<file path="src/rtl/aes_frame_loader.sv">
// Byte-serial frame loader for the AES cores: collects an optional key phase and a
// 16-byte data phase, then holds the assembled block/key/round count until taken.
module aes_frame_loader #(
    parameter int DATA_BYTES = 16,
    parameter int KEY_W      = 256
) (
    input  logic               clk,
    input  logic               rst_n,
    input  logic [1:0]         key_sel,
    input  logic               key_reuse,
    input  logic               abort,
    input  logic [7:0]         in_byte,
    input  logic               in_valid,
    output logic               in_ready,
    output logic [127:0]       out_block,
    output logic [KEY_W-1:0]   out_key,
    output logic [3:0]         out_nr,
    output logic               out_valid,
    input  logic               out_ready,
    output logic               key_loaded
);

    typedef enum logic [1:0] {IDLE, KEY, DATA, HOLD} state_t;

    state_t             state_q;
    logic [4:0]         cnt_q;
    logic [1:0]         ksel_q;
    logic [127:0]       out_block_q;
    logic [KEY_W-1:0]   out_key_q;
    logic [3:0]         out_nr_q;
    logic               out_valid_q;
    logic               key_loaded_q;

    logic               accept;
    logic [4:0]         key_last;
    logic [7:0]         key_hi;
    logic [6:0]         blk_hi;

    assign in_ready = (state_q != HOLD) && !abort;
    assign accept   = in_valid && in_ready;

    // MSB-first placement: byte n lands n bytes below the top of its bus.
    assign key_hi = 8'd255 - {cnt_q, 3'b000};
    assign blk_hi = 7'd127 - {cnt_q[3:0], 3'b000};

    always_comb begin
        key_last = 5'd31;
        case (ksel_q)
            2'b00:   key_last = 5'd15;
            2'b01:   key_last = 5'd23;
            default: key_last = 5'd31;
        endcase
    end

    function automatic logic [3:0] nr_of(input logic [1:0] ks);
        case (ks)
            2'b00:   return 4'd10;
            2'b01:   return 4'd12;
            default: return 4'd14;
        endcase
    endfunction

    always_ff @(posedge clk or negedge rst_n) begin
        if (!rst_n) begin
            state_q      <= IDLE;
            cnt_q        <= '0;
            ksel_q       <= '0;
            out_block_q  <= '0;
            out_key_q    <= '0;
            out_nr_q     <= 4'd10;
            out_valid_q  <= 1'b0;
            key_loaded_q <= 1'b0;
        end else if (abort) begin
            // A stored key survives an abort unless it was still being written.
            state_q     <= IDLE;
            cnt_q       <= '0;
            out_valid_q <= 1'b0;
            if (state_q == KEY) key_loaded_q <= 1'b0;
        end else begin
            case (state_q)
                IDLE: if (accept) begin
                    ksel_q   <= key_sel;
                    out_nr_q <= nr_of(key_sel);
                    cnt_q    <= 5'd1;
                    if (key_reuse && key_loaded_q) begin
                        out_block_q[127:120] <= in_byte;
                        state_q              <= DATA;
                    end else begin
                        out_key_q    <= {in_byte, {(KEY_W-8){1'b0}}};
                        key_loaded_q <= 1'b0;
                        state_q      <= KEY;
                    end
                end
                KEY: if (accept) begin
                    out_key_q[key_hi -: 8] <= in_byte;
                    if (cnt_q == key_last) begin
                        key_loaded_q <= 1'b1;
                        cnt_q        <= '0;
                        state_q      <= DATA;
                    end else begin
                        cnt_q <= cnt_q + 5'd1;
                    end
                end
                DATA: if (accept) begin
                    out_block_q[blk_hi -: 8] <= in_byte;
                    if (cnt_q == 5'(DATA_BYTES - 1)) begin
                        cnt_q       <= '0;
                        out_valid_q <= 1'b1;
                        state_q     <= HOLD;
                    end else begin
                        cnt_q <= cnt_q + 5'd1;
                    end
                end
                HOLD: if (out_ready) begin
                    out_valid_q <= 1'b0;
                    state_q     <= IDLE;
                end
                default: state_q <= IDLE;
            endcase
        end
    end

    assign out_block  = out_block_q;
    assign out_key    = out_key_q;
    assign out_nr     = out_nr_q;
    assign out_valid  = out_valid_q;
    assign key_loaded = key_loaded_q;

endmodule

</file>
<file path="config.mk">
export PLATFORM = sky130hd
export DESIGN_NAME = aes_frame_loader
export DESIGN_NICKNAME = d
export VERILOG_FILES = /design/src/rtl/aes_frame_loader.sv
export SDC_FILE = /design/constraint.sdc
export NUM_CORES = 1
export LEC_CHECK = 0
export BUFFER_PORTS_ARGS = -buffer_cell sky130_fd_sc_hd__buf_2
export CAP_MARGIN = 15
export CORE_ASPECT_RATIO = 0.7
export CORE_MARGIN = 4
export CORE_UTILIZATION = 55
export DETAILED_ROUTE_END_ITERATION = 16
export PLACE_DENSITY = 0.89
export RECOVER_POWER = 25
export SLEW_MARGIN = 20
export SYNTH_ARGS = -nofsm -noshare
export SYNTH_HDL_FRONTEND = slang
export SYNTH_SLANG_ARGS = --single-unit
</file>
<file path="constraint.sdc">
create_clock -name clk -period 5.4 [get_ports clk]
set_input_delay 1.08 -clock clk [delete_from_list [all_inputs] [get_ports clk]]
set_output_delay 1.08 -clock clk [all_outputs]
set_load 0.01 [all_outputs]
</file>
==> flow_metrics.py <==
metrics = {
    "sta": {
        "finalClockSkew_ns": 0.0181,
        "rsz0062_at_grt": "no",
        "period_share_pct": 68.1,
        "slew_headroom_pct": -78.2,
        "post-route-min-period_ns": 3.68,
        "worst_pin_slew_ns": 2.67,
        "final-hold-violation-count": 0,
        "drv_slew": 102,
        "fin_tns_setup_ns": 0,
        "fmax_mhz": 272,
        "holdWs_ns": 0.473,
        "finalSetupViolCount": 0,
    },
    "logic_synthesis": {
        "synth.ff_latch_count": 397,
        "syn_inst": 1653,
        "synth_area_um2": 16600,
        "synth.distinct_cells": 57,
        "syn_nets": 1682,
        "avgSynthCellArea_um2": 10.0,
        "yosys_warnings": 0,
        "synthFlopType": "dfrtp_1",
        "synth-edff-count": 0,
        "synthArstFlopShare_pct": 100,
        "synth-seq-area-share_pct": 59.8,
    },
    "worst_setup_path": {
        "path_class": "in -> reg",
        "reg2reg_from": "state_q[0]",
        "reg2reg_depth": 7,
        "crit_start": "abort",
        "crit_fanout": 64,
        "worstPathRequired_ns": 5.78,
        "endpoint": "out_key[74]",
        "start_kind": "primary input",
        "worstPathCellList": "buf_2, or3b_1, a21oi_2, nand2_4, buf_4, nand3_1, o21ai_0",
        "end_kind": "register",
        "crit_slowest_cell": "a21oi_2",
        "r2r-end": "out_key[74]",
        "r2r_setup_slack_ns": 1.73,
        "slowest_delay_ns": 0.73,
        "arrival_ns": 4.05,
    },
    "cells_and_area": {
        "fin_util_pct": 68.4,
        "layout.nets": 2017,
        "fill_cells": 2165,
        "area_growth_pct": 20.8,
        "layout_common_cells": "403 x buf_2, 395 x dfrtp_1, 315 x o21ai_0",
        "final_common_cell": "buf_2",
        "layout-drive-gt1-share_pct": 26.7,
        "insertedDiodeCount": 0,
        "fin_cells": 2420,
    },
    "floorplanning": {
        "ios": 407,
        "dieArea_um2": 33100,
        "rows": 52,
        "start_util_pct": 56.6,
        "core_area_um2": 29300,
        "die_w_um": 216,
        "die_h_um": 153,
    },
    "pwr": {
        "switching_share_pct": 29.7,
        "pwr-share-comb_pct": 15.4,
        "clock_power_share_pct": 40.5,
        "p_per_area_nw_per_um2": 357,
        "intPower_mw": 5.03,
        "vdd_drop_max_mv": 0.272,
        "leakagePower_nw": 9.88,
        "seqPwrFrac_pct": 44.0,
        "p_sw_mw": 2.13,
    },
    "job": {
        "drv_cap": 1,
    },
    "global_route": {
        "grt_pass1_vias": 14800,
        "grt-ovfl-total": 0,
        "grtUsageTotal_pct": 34.4,
        "grt_pass1_wl_um": 89600,
        "antenna_found_initial": 1,
        "grt_max_degree": 135,
    },
    "clocking": {
        "cts_buffers": 38,
        "cts_root_buffer": "clkbuf_16",
        "clock_path_buffers": 3,
        "path_clk_slew_ns": 0.07,
        "post-cts-setup-buffers": 0,
        "h-tree-depth": 2,
        "clock_latency_ns": 0.53,
        "cts_hold_buf": 0,
        "cts_sinks": 397,
        "cts_resized": 0,
        "tritoncts": "yes",
    },
    "routing": {
        "routed_wl_um": 58200,
        "drcViolationCount": 0,
        "routedWlPerCell_um": 24.0,
        "firstDrtPassIters": 6,
        "num_vias": 15200,
        "drtIter0Drc": 1622,
        "via_per_inst": 6.30,
        "ant_nets": 0,
    },
    "hold_path": {
        "holdCritStartpoint": "out_block[4]",
        "min_path_type": "reg -> reg",
    },
    "placement": {
        "dpl.cell_count": 2353,
        "gp_congestion": 0.896,
        "place_hpwl_um": 40500,
        "portBuffers": 404,
    },
    "run_status": {
        "failed_checks": "max-capacitance violations, max-slew violations",
        "status": "complete, but fails checks",
    },
}
==> power groups by stage <==
| stage | Combinational [mW] | Clock, mW | Sequential (mW) |
|---|---|---|---|
| 6_report | 1.10 | 2.90 | 3.15 |
| 5_1_grt | 1.19 | 3.05 | 3.16 |
| 4_1_cts | 1.08 | 2.92 | 3.15 |
| 3_5_place_dp | 1.07 | 0 | 3.20 |
| 3_3_place_gp | 1.06 | 0 | 3.19 |
| 2_1_floorplan | 0.625 | 0 | 3.20 |
==> sequential cells by signal, summed over array words and instances, names as in the netlist <==
name and cells:
cnt_q 5, ksel_q 2, out_valid 1, out_nr 2, out_key 256, out_block 128, key_loaded 1, state_q 2
==> worst min-delay path by stage <==
| stage | to | cells past startpoint | slack [ns] |
|---|---|---|---|
| 6_report | out_block[4] | 2 | 0.47 |
| 5_1_grt | out_block[57] | 2 | 0.50 |
| 4_1_cts | out_block[57] | 2 | 0.47 |
| 3_5_place_dp | out_block[57] | 2 | 0.46 |
| 3_3_place_gp | out_block[57] | 2 | 0.45 |
| 2_1_floorplan | ksel_q[0] | 1 | 0.49 |
==> metrics by stage <==
step | setup WS, ns | total power, mW | cell area, µm²
floorplan | 2.56 | 3.82 | 16600
global placement | 1.40 | 4.25 | 18700
detailed placement | 1.27 | 4.27 | 18700
CTS | 1.83 | 7.15 | 20100
global route | 1.28 | 7.40 | 20100
finish | 1.72 | 7.16 | 20100
==> per-layer routing <==
layer	part of all wire, %	GRT usage (%)	vias to the layer above
li1	-	-	6510
met2	44	51.8	924
met1	41	48.7	7638
met4	3.7	11.1	0
met5	0	0	-
met3	11	10.3	169
==> Yosys cell counts (8+ instances only) <==
master	number	area, µm²
nor2_1	27	101
nand3_1	237	1190
o21ai_2	24	210
ha_1	13	163
o31ai_1	15	113
nand4_1	8	50.1
a2bb2oi_1	51	447
clkbuf_1	84	315
a22o_1	21	184
a31oi_1	9	56.3
buf_2	19	95.1
mux2_2	11	124
inv_1	15	56.3
o21ai_0	315	1580
buf_6	8	90.1
buf_1	8	30.0
and2_1	10	62.6
a32o_1	8	80.1
nor2b_1	15	93.8
nand2_1	290	1090
dfrtp_1	396	9910
==> worst max-delay path: cells and delay by family <==
kind / cells / cell delay [ns]
buffers and inverters: 2 / 0.73
AO/OA/AOI/OAI: 2 / 0.87
AND/OR/NAND/NOR: 3 / 1.33
==> cell type report <==
| cell class | count | area, µm² | share of cell area [%] |
|---|---|---|---|
| Sequential cell | 397 | 9940 | 49.5 |
| Multi-Input combinational cell | 1120 | 6090 | 30.3 |
| Timing Repair Buffer | 416 | 2130 | 10.6 |
| Clock buffer | 52 | 1100 | 5.51 |
| Tap cell | 405 | 507 | 2.53 |
| Clock inverter | 15 | 239 | 1.19 |
| Inverter | 15 | 56.3 | 0.281 |
==> cells by family after synthesis <==
kind of cell               count (synthesis)  synth area share, %
adders and majority gates                 13                0.979
buffers and inverters                    136                 3.62
DFF                                      397                 59.8
AOI/OAI and AO/OA                        476                 17.7
muxes                                     11                0.746
and+or+nand+nor                          618                 17.0
other                                      2               0.0452
(Power assumes the default switching activity.)
